**src/rtl/fall_detect_pkg.sv**
```systemverilog
// Shared types and constants for the fall-detection path.
package fall_detect_pkg;

   localparam int MAG_W = 32;
   localparam int AX_W  = 16;

   localparam int FF_MIN_DEF     = 4;
   localparam int IMPACT_WIN_DEF = 8;
   localparam int STILL_MIN_DEF  = 6;
   localparam int STILL_WIN_DEF  = 16;

   typedef enum logic [2:0] {
      ST_IDLE        = 3'd0,
      ST_FREEFALL    = 3'd1,
      ST_IMPACT_WAIT = 3'd2,
      ST_STILL_CHECK = 3'd3,
      ST_ALARM       = 3'd4
   } fd_state_t;

   function automatic int max4(input int a, input int b, input int c, input int d);
      int m;
      m = a;
      if (b > m) m = b;
      if (c > m) m = c;
      if (d > m) m = d;
      return m;
   endfunction

endpackage

```
**src/rtl/fall_detect_mag_sq.sv**
```systemverilog
// Registered squared magnitude of a signed 3-axis sample; one cycle of latency.
module fall_detect_mag_sq
   import fall_detect_pkg::*;
(
   input  logic                   clk,
   input  logic                   rst_n,
   input  logic                   data_valid,
   input  logic signed [AX_W-1:0] ax,
   input  logic signed [AX_W-1:0] ay,
   input  logic signed [AX_W-1:0] az,
   output logic [MAG_W-1:0]       mag_sq,
   output logic                   mag_valid
);

   logic signed [2*AX_W-1:0] sq_x, sq_y, sq_z;
   logic [MAG_W-1:0]         mag_sq_d, mag_sq_q;
   logic                     mag_valid_d, mag_valid_q;

   // Worst case 3 * 2^30 still fits in 32 unsigned bits.
   always_comb begin
      sq_x        = ax * ax;
      sq_y        = ay * ay;
      sq_z        = az * az;
      mag_sq_d    = mag_sq_q;
      mag_valid_d = data_valid;
      if (data_valid)
         mag_sq_d = $unsigned(sq_x) + $unsigned(sq_y) + $unsigned(sq_z);
   end

   always_ff @(posedge clk or negedge rst_n) begin
      if (!rst_n) begin
         mag_sq_q    <= '0;
         mag_valid_q <= 1'b0;
      end else begin
         mag_sq_q    <= mag_sq_d;
         mag_valid_q <= mag_valid_d;
      end
   end

   assign mag_sq    = mag_sq_q;
   assign mag_valid = mag_valid_q;

endmodule

```
**src/rtl/fall_detect_ctrl.sv**
```systemverilog
// Free-fall -> impact -> stillness decision FSM on the squared acceleration magnitude.
module fall_detect_ctrl
   import fall_detect_pkg::*;
#(
   parameter int FF_MIN     = FF_MIN_DEF,
   parameter int IMPACT_WIN = IMPACT_WIN_DEF,
   parameter int STILL_MIN  = STILL_MIN_DEF,
   parameter int STILL_WIN  = STILL_WIN_DEF
) (
   input  logic                   clk,
   input  logic                   rst_n,
   input  logic                   data_valid,
   input  logic signed [AX_W-1:0] ax,
   input  logic signed [AX_W-1:0] ay,
   input  logic signed [AX_W-1:0] az,
   input  logic [MAG_W-1:0]       thr_ff_sq,
   input  logic [MAG_W-1:0]       thr_imp_sq,
   input  logic [MAG_W-1:0]       still_lo_sq,
   input  logic [MAG_W-1:0]       still_hi_sq,
   input  logic                   alarm_clr,
   output logic [MAG_W-1:0]       mag_sq,
   output logic                   mag_valid,
   output logic                   fall_pulse,
   output logic                   fall_alarm,
   output logic [2:0]             state
);

   localparam int CNT_W = $clog2(max4(FF_MIN, IMPACT_WIN, STILL_MIN, STILL_WIN)) + 1;

   fall_detect_mag_sq u_mag_sq (
      .clk        (clk),
      .rst_n      (rst_n),
      .data_valid (data_valid),
      .ax         (ax),
      .ay         (ay),
      .az         (az),
      .mag_sq     (mag_sq),
      .mag_valid  (mag_valid)
   );

   fd_state_t        state_d, state_q;
   logic [CNT_W-1:0] cnt_d, cnt_q, still_d, still_q;
   logic [CNT_W-1:0] cnt_inc, still_inc;
   logic             fall_pulse_d, fall_pulse_q;
   logic             is_low, is_high, is_still;

   always_comb begin
      is_low    = mag_sq < thr_ff_sq;
      is_high   = mag_sq > thr_imp_sq;
      is_still  = (mag_sq >= still_lo_sq) && (mag_sq <= still_hi_sq);
      // Saturating increments; state exits occur before the ceiling is reached.
      cnt_inc   = (&cnt_q)   ? cnt_q   : cnt_q + 1'b1;
      still_inc = (&still_q) ? still_q : still_q + 1'b1;

      state_d      = state_q;
      cnt_d        = cnt_q;
      still_d      = still_q;
      fall_pulse_d = 1'b0;

      if (alarm_clr) begin
         state_d = ST_IDLE;
         cnt_d   = '0;
         still_d = '0;
      end else if (mag_valid) begin
         unique case (state_q)
            ST_IDLE: begin
               if (is_low) begin
                  state_d = ST_FREEFALL;
                  cnt_d   = CNT_W'(1);
               end
            end
            ST_FREEFALL: begin
               if (!is_low) begin
                  state_d = ST_IDLE;
                  cnt_d   = '0;
               end else if (cnt_inc >= CNT_W'(FF_MIN)) begin
                  state_d = ST_IMPACT_WAIT;
                  cnt_d   = '0;
               end else begin
                  cnt_d = cnt_inc;
               end
            end
            ST_IMPACT_WAIT: begin
               if (is_high) begin
                  state_d = ST_STILL_CHECK;
                  cnt_d   = '0;
                  still_d = '0;
               end else if (cnt_inc >= CNT_W'(IMPACT_WIN)) begin
                  state_d = ST_IDLE;
                  cnt_d   = '0;
               end else begin
                  cnt_d = cnt_inc;
               end
            end
            ST_STILL_CHECK: begin
               cnt_d   = cnt_inc;
               still_d = is_still ? still_inc : '0;
               // The stillness condition is checked first so it wins a tie with the window.
               if (is_still && (still_inc >= CNT_W'(STILL_MIN))) begin
                  state_d      = ST_ALARM;
                  fall_pulse_d = 1'b1;
               end else if (cnt_inc >= CNT_W'(STILL_WIN)) begin
                  state_d = ST_IDLE;
                  cnt_d   = '0;
                  still_d = '0;
               end
            end
            ST_ALARM: begin
               state_d = ST_ALARM;
            end
            default: begin
               state_d = ST_IDLE;
               cnt_d   = '0;
               still_d = '0;
            end
         endcase
      end
   end

   always_ff @(posedge clk or negedge rst_n) begin
      if (!rst_n) begin
         state_q      <= ST_IDLE;
         cnt_q        <= '0;
         still_q      <= '0;
         fall_pulse_q <= 1'b0;
      end else begin
         state_q      <= state_d;
         cnt_q        <= cnt_d;
         still_q      <= still_d;
         fall_pulse_q <= fall_pulse_d;
      end
   end

   assign state      = state_q;
   assign fall_alarm = (state_q == ST_ALARM);
   assign fall_pulse = fall_pulse_q;

endmodule

```
**config.mk**
```make
export PLATFORM = sky130hd
export DESIGN_NAME = fall_detect_ctrl
export DESIGN_NICKNAME = d
export VERILOG_FILES = /design/src/rtl/fall_detect_pkg.sv /design/src/rtl/fall_detect_mag_sq.sv /design/src/rtl/fall_detect_ctrl.sv
export SDC_FILE = /design/constraint.sdc
export NUM_CORES = 2
export LEC_CHECK = 0
export ABC_CLOCK_PERIOD_IN_PS = 5550
export BUFFER_PORTS_ARGS = -buffer_cell sky130_fd_sc_hd__buf_2
export CAP_MARGIN = 15
export CORE_ASPECT_RATIO = 1.5
export CORE_MARGIN = 1.5
export CORE_UTILIZATION = 60
export CTS_CLUSTER_DIAMETER = 30
export DETAILED_ROUTE_END_ITERATION = 8
export PLACE_DENSITY = 0.89
export SYNTH_ARGS = -nofsm -noshare
export SYNTH_HDL_FRONTEND = slang
export SYNTH_HIERARCHICAL = 1
export SYNTH_SLANG_ARGS = --single-unit
```
**constraint.sdc**
```tcl
create_clock -name clk -period 5.55 [get_ports clk]
set_input_delay 0.555 -clock clk [delete_from_list [all_inputs] [get_ports clk]]
set_output_delay 0.555 -clock clk [all_outputs]
set_load 0.1 [all_outputs]
```
==> results of run 1 <==
## Yosys cell counts (34+ instances only)
master	number
sky130_fd_sc_hd__ha_1	339
sky130_fd_sc_hd__inv_1	1177
sky130_fd_sc_hd__a21oi_1	92
sky130_fd_sc_hd__nor2_1	70
sky130_fd_sc_hd__clkbuf_1	63
sky130_fd_sc_hd__nand4_1	34
sky130_fd_sc_hd__nor2b_1	37
sky130_fd_sc_hd__xnor2_1	62
sky130_fd_sc_hd__fa_1	818
sky130_fd_sc_hd__and2_1	153
sky130_fd_sc_hd__dfrtp_1	47
sky130_fd_sc_hd__nand2_1	245
## routing by layer
layer,track usage (%),overflow
met1,58.37,0
met2,79.17,1
met3,49.21,0
met4,60.19,5
met5,26.30,0
## through the flow
step / setup WS (ns) / area [sq um] / hold slack (ns)
floorplan: -2.160 / 33200 / 0.2594
global placement: -2.399 / 37590 / 0.5204
detailed placement: -2.718 / 37590 / 0.5272
CTS: -2.018 / 39370 / 0.4726
## logic make-up after synthesis
family | Yosys count
buffers and inverters | 1252
adders and majority gates | 1157
and+or+nand+nor | 633
AOI/OAI and AO/OA | 251
xor gates and xnor gates | 79
DFF | 47
muxes | 28
## timing repair
item                                    CTS
gates resized for setup                 377
cloned                                    2
endpoints found under the setup margin   26
buffers inserted                         62
pin swaps                               197
==> summary.txt, run 1 <==
Floorplanning
  • Overall die width: 192.8 um
  • Vert. Die Dim: 287.7 um
  • Number of top-level design ports: 218
  • Initial Util: 60.61%
  • Cell row count: 104

Logic synthesis
  • Warnings from Yosys: 6
  • Most frequently used flop master after synthesis: sky130_fd_sc_hd__dfrtp_1
  • Post-synth net total: 4,784
  • EDFF count, synth: 0
  • Post-synthesis mux area share: 0.9573%
  • Simple-gate share of the synthesized area: 9.735%
  • Count of distinct cell types in the synthesized netlist: 84
  • Largest family of logic cells by synthesized area: adder cells
  • Mean instance size in the synthesized netlist: 9.403 sq um
  • Post-synthesis share of cell area spent on xor and xnor gates: 2.177%
  • Proportion of register bits with asynchronous set or reset after synthesis: 100.0%
  • Proportion of netlist area held by the largest area contributor: 50.52%
  • Adder-cell area share of the yosys netlist: 63.61%
  • Seq/Total Area, Yosys: 3.629%
  • Netlist area before placement: 32,410 sq um
  • Cell taking the most area after synthesis: sky130_fd_sc_hd__fa_1
  • Leading cell types by total area after synthesis: sky130_fd_sc_hd__fa_1, sky130_fd_sc_hd__inv_1, sky130_fd_sc_hd__ha_1, sky130_fd_sc_hd__dfrtp_1, sky130_fd_sc_hd__and2_1
  • Post-synthesis compound-gate area fraction: 5.196%
  • Synthesized instance count: 3,447
  • Number of synthesized register bits: 47

Outcome
  • Stage where the flow stopped: global routing (5_1_grt)
  • Run Error: [ERROR GRT-0116] Global routing finished with congestion. Check the congestion regions in the DRC Viewer.
  • Result of the run: stopped before the end

Clock tree
  • Clock sink total: 47
  • Maximum buffer depth of the clock tree: 2
  • Number of levels in the clock H-tree: 2
  • Number of buffers added by the clock tree synthesis step: 5
  • Number of buffers inserted by hold repair at cts: 0
  • Root buf cell: sky130_fd_sc_hd__clkbuf_16

GRT
  • GR Util All Layers: 61.84%
  • Largest net degree at the start of global routing: 48
  • Global-route wire length before repair: 242,400 um
  • Via count of the first global-routing pass: 37,310
  • Overflow after GRT: 6

Placement
  • Final HPWL from detailed placement: 91,570 um
  • IO Port Bufs: 217
  • Number of placed instances with taps included: 4,678
  • Final RePlAce weighted congestion: 0.9832
==> inputs of run 2 (changes only) <==
CORE_ASPECT_RATIO = not set   (was 1.5)
CORE_UTILIZATION = 40   (was 60)
CTS_CLUSTER_DIAMETER = not set   (was 30)
PLACE_DENSITY = not set   (was 0.89)
PLACE_DENSITY_LB_ADDON = 0.15   (was not set)
==> summary.txt, run 2 <==
Logic synthesis
  • Most numerous cell types in the synthesized netlist: sky130_fd_sc_hd__inv_1, sky130_fd_sc_hd__fa_1, sky130_fd_sc_hd__ha_1 (unchanged)
  • Seq/Total Area, Yosys: 3.629% (unchanged)
  • Cell with the most instances after synthesis: sky130_fd_sc_hd__inv_1 (unchanged)
  • Warnings from Yosys: 6 (unchanged)
  • EDFF count, synth: 0 (unchanged)
  • Proportion of netlist area held by the largest area contributor: 50.52% (unchanged)
  • Mean instance size in the synthesized netlist: 9.403 sq um (unchanged)
  • Netlist area before placement: 32,410 sq um (unchanged)
  • Count of distinct cell types in the synthesized netlist: 84 (unchanged)
  • Post-synth net total: 4,784 (unchanged)
  • Leading cell types by total area after synthesis: sky130_fd_sc_hd__fa_1, sky130_fd_sc_hd__inv_1, sky130_fd_sc_hd__ha_1, sky130_fd_sc_hd__dfrtp_1, sky130_fd_sc_hd__and2_1 (unchanged)
  • Proportion of register bits with asynchronous set or reset after synthesis: 100.0% (unchanged)
  • Synthesized instance count: 3,447 (unchanged)
  • Number of synthesized register bits: 47 (unchanged)
  • Most frequently used flop master after synthesis: sky130_fd_sc_hd__dfrtp_1 (unchanged)
  • Cell taking the most area after synthesis: sky130_fd_sc_hd__fa_1 (unchanged)

Timing
  • Final sum of negative setup slack: -39.03 ns
  • RSZ-0062 raised after global routing: true
  • Share of the cycle needed by the critical path after routing: 134.2%
  • Setup WS post-layout: -1.900 ns
  • Slew at the pin closest to its max-slew limit: 0.9744 ns
  • Final Hold Fails: 0
  • Slew Limit Headroom: 34.44%
  • Slew Viols, Final: 0
  • Post-route minimum period: 7.450 ns
  • Timing-limited maximum frequency: 134.2 MHz
  • Maximum clock skew at final layout: 0.004957 ns
  • Final setup vio count: 26

Drt
  • Final routed DRC violation total: 0
  • Drt total wl: 84,340 um
  • Average detailed-routed wire length per instance: 16.50 um
  • Iteration-0 DRC count of the detailed router: 853
  • Vias per inst: 4.530
  • Final ANT Viol Nets: 0
  • Routed vias: 23,160
  • TritonRoute pass-1 iters: 5

Critical path
  • Largest fanout of any net on the critical path: 3
  • Crit Reg-Reg Startpoint: u_mag_sq/mag_sq[26]$_DFFE_PN0P_
  • Nature of the critical path endpoint: register
  • Crit path DAT: 7.64 ns
  • Class of the most critical setup path: in2reg
  • Req. time, crit path: 5.74 ns
  • Cells on worst reg2reg path: 8
  • Worst setup SP type: input pin
  • Critical Path Start: ay[10]

Clock tree
  • CTS clock-pin slew for the worst setup and hold paths: 0.07 ns
  • Number of buffers inserted by hold repair at cts: 0 (unchanged)
  • Clock tree from TritonCTS: done
  • Root buf cell: sky130_fd_sc_hd__clkbuf_16 (unchanged)
  • Clock latency of the later-clocked register in the worst-skew pair: 0.30 ns
  • Clock sink total: 47 (unchanged)
  • Number of levels in the clock H-tree: 2 (unchanged)
  • Number of buffers added by the clock tree synthesis step: 5 (unchanged)
  • Maximum buffer depth of the clock tree: 2 (unchanged)

Layout
  • Layout overhead on the synthesized area: 23.40%
  • Most used cells in the layout excluding fill and tap cells: sky130_fd_sc_hd__inv_1, sky130_fd_sc_hd__fa_1, sky130_fd_sc_hd__buf_4, sky130_fd_sc_hd__ha_1, sky130_fd_sc_hd__nand2_1
  • Most frequent standard cell in the layout excluding fill and tap cells: sky130_fd_sc_hd__inv_1
  • Number of nets in the finished design: 5,387
  • Share of final-layout standard cells stronger than drive strength 1: 25.06%
  • Most flop-heavy register: u_mag_sq/mag_sq
  • Largest registers: u_mag_sq/mag_sq: 32 flops, cnt_q: 5 flops, still_q: 5 flops
  • Filler-free cell count of the finished design: 5,112
  • Max reg flops: 32
  • Layout fillers: 7,595

Floorplanning
  • Overall die area: 82,750 sq um
  • Number of top-level design ports: 218 (unchanged)
  • Cell row count: 104 (unchanged)
  • Overall die width: 287.7 um (was 192.8 um)
  • Initial Util: 40.31% (was 60.61%)
  • Vert. Die Dim: 287.7 um (unchanged)
  • Core region area: 80,420 sq um

Worst hold path
  • Hold WC Path Type: in2async

GRT
  • Global-route wire length before repair: 137,400 um
  • Antenna violations before repair: 2
  • Largest net degree at the start of global routing: 48
  • GR Util All Layers: 21.20%
  • Overflow after GRT: 0
  • Via count of the first global-routing pass: 25,750

Outcome
  • Result of the run: finished, violations left (was stopped before the end)
  • Violated checks: setup timing

Placement
  • Final HPWL from detailed placement: 78,270 um (was 91,570 um)
  • Final RePlAce weighted congestion: 0.9056 (was 0.9832)
  • IO Port Bufs: 217 (unchanged)
  • Number of placed instances with taps included: 5,050 (was 4,678)

Run
  • # Max-Cap Violations: 0
==> run 2: cell counts after synthesis <==
No cell type changed its count.
==> run 2: final timing paths <==
kind	endpoint	slack, ns
max	u_mag_sq/mag_sq[22]$_DFFE_PN0P_	-1.90
min	u_mag_sq/mag_sq[2]$_DFFE_PN0P_	0.35
max reg2reg	state[1]$_DFFE_PN0P_	2.04
min reg2reg	cnt_q[4]$_DFFE_PN0P_	0.54
max in group asynchronous	u_mag_sq/mag_sq[31]$_DFFE_PN0P_	4.76
min in group clk	cnt_q[4]$_DFFE_PN0P_	0.54
==> run 2: worst max-delay path, cell delays in order <==
cell and delay [ns]:
sky130_fd_sc_hd__buf_12 0.09, sky130_fd_sc_hd__clkinvlp_4 0.17, sky130_fd_sc_hd__buf_6 0.18, sky130_fd_sc_hd__fa_1 0.54, sky130_fd_sc_hd__inv_1 0.06, sky130_fd_sc_hd__fa_1 0.52, sky130_fd_sc_hd__inv_1 0.05, sky130_fd_sc_hd__fa_1 0.49
sky130_fd_sc_hd__inv_2 0.05, sky130_fd_sc_hd__fa_2 0.54, sky130_fd_sc_hd__fa_1 0.44, sky130_fd_sc_hd__fa_2 0.55, sky130_fd_sc_hd__fa_1 0.43, sky130_fd_sc_hd__fa_1 0.49, sky130_fd_sc_hd__inv_1 0.05, sky130_fd_sc_hd__fa_1 0.47
sky130_fd_sc_hd__inv_1 0.06, sky130_fd_sc_hd__ha_4 0.28, sky130_fd_sc_hd__nand2_4 0.05, sky130_fd_sc_hd__or3_4 0.38, sky130_fd_sc_hd__or4_4 0.42, sky130_fd_sc_hd__o32a_4 0.24, sky130_fd_sc_hd__and3_4 0.17, sky130_fd_sc_hd__xnor2_2 0.12
sky130_fd_sc_hd__mux2_4 0.25
==> run 2: repair_timing <==
item                       in CTS  in global routing
gates cloned                    0                  2
gates resized for setup       285                119
setup endpoints to repair      27                 27
setup buffers                  39                 26
pin swaps                     126                117
==> run 2: final cells by class <==
type | instances | area, sq um | share of cell area, %
clock inverter | 3 | 18.77 | 0.04692
inverter | 1178 | 4467 | 11.17
tap | 1060 | 1326 | 3.316
timing repair buffer | 670 | 5249 | 13.12
antenna | 1 | 2.502 | 0.006256
multi-input combinational | 2148 | 27630 | 69.09
sequential | 47 | 1176 | 2.941
clock buffer | 5 | 125.1 | 0.3128
==> run 2: routing by layer <==
metal  routed length (um)  track usage, %  vias to the layer above
met5                    9               0                        -
met4                 2290           4.895                        2
met3                 2377           1.014                       81
met2                39330           35.59                      369
met1                40330           30.31                    11450
li1                     -               -                    11250
==> run 2: kinds of logic (layout without fill, tap and decap cells) <==
family,after synthesis,in the layout,synth area share [%]
adder cells (fa/ha/maj),1157,1157,63.61
AND/OR/NAND/NOR,633,633,9.735
flip-flops,47,47,3.629
XOR/XNOR,79,79,2.177
AO/OA/AOI/OAI,251,251,5.196
buffers and inverters,1252,1856,14.70
other,0,1,0
multiplexers,28,28,0.9573
==> run 2: through the flow <==
stage	area (sq um)	utilization, %	hold WS, ns	worst slack, ns
floorplan	33200	-	0.2594	-2.160
global placement	38070	47.34	0.5187	-2.450
detailed placement	38070	47.34	0.5259	-2.505
CTS	39410	49.00	0.3754	-1.903
global route	40000	49.74	0.3967	-2.080
finish	40000	49.74	0.3472	-1.900
Power of run 2 is not shown: default switching activity piles up to over one toggle a cycle in this logic, so the estimate is an artifact.
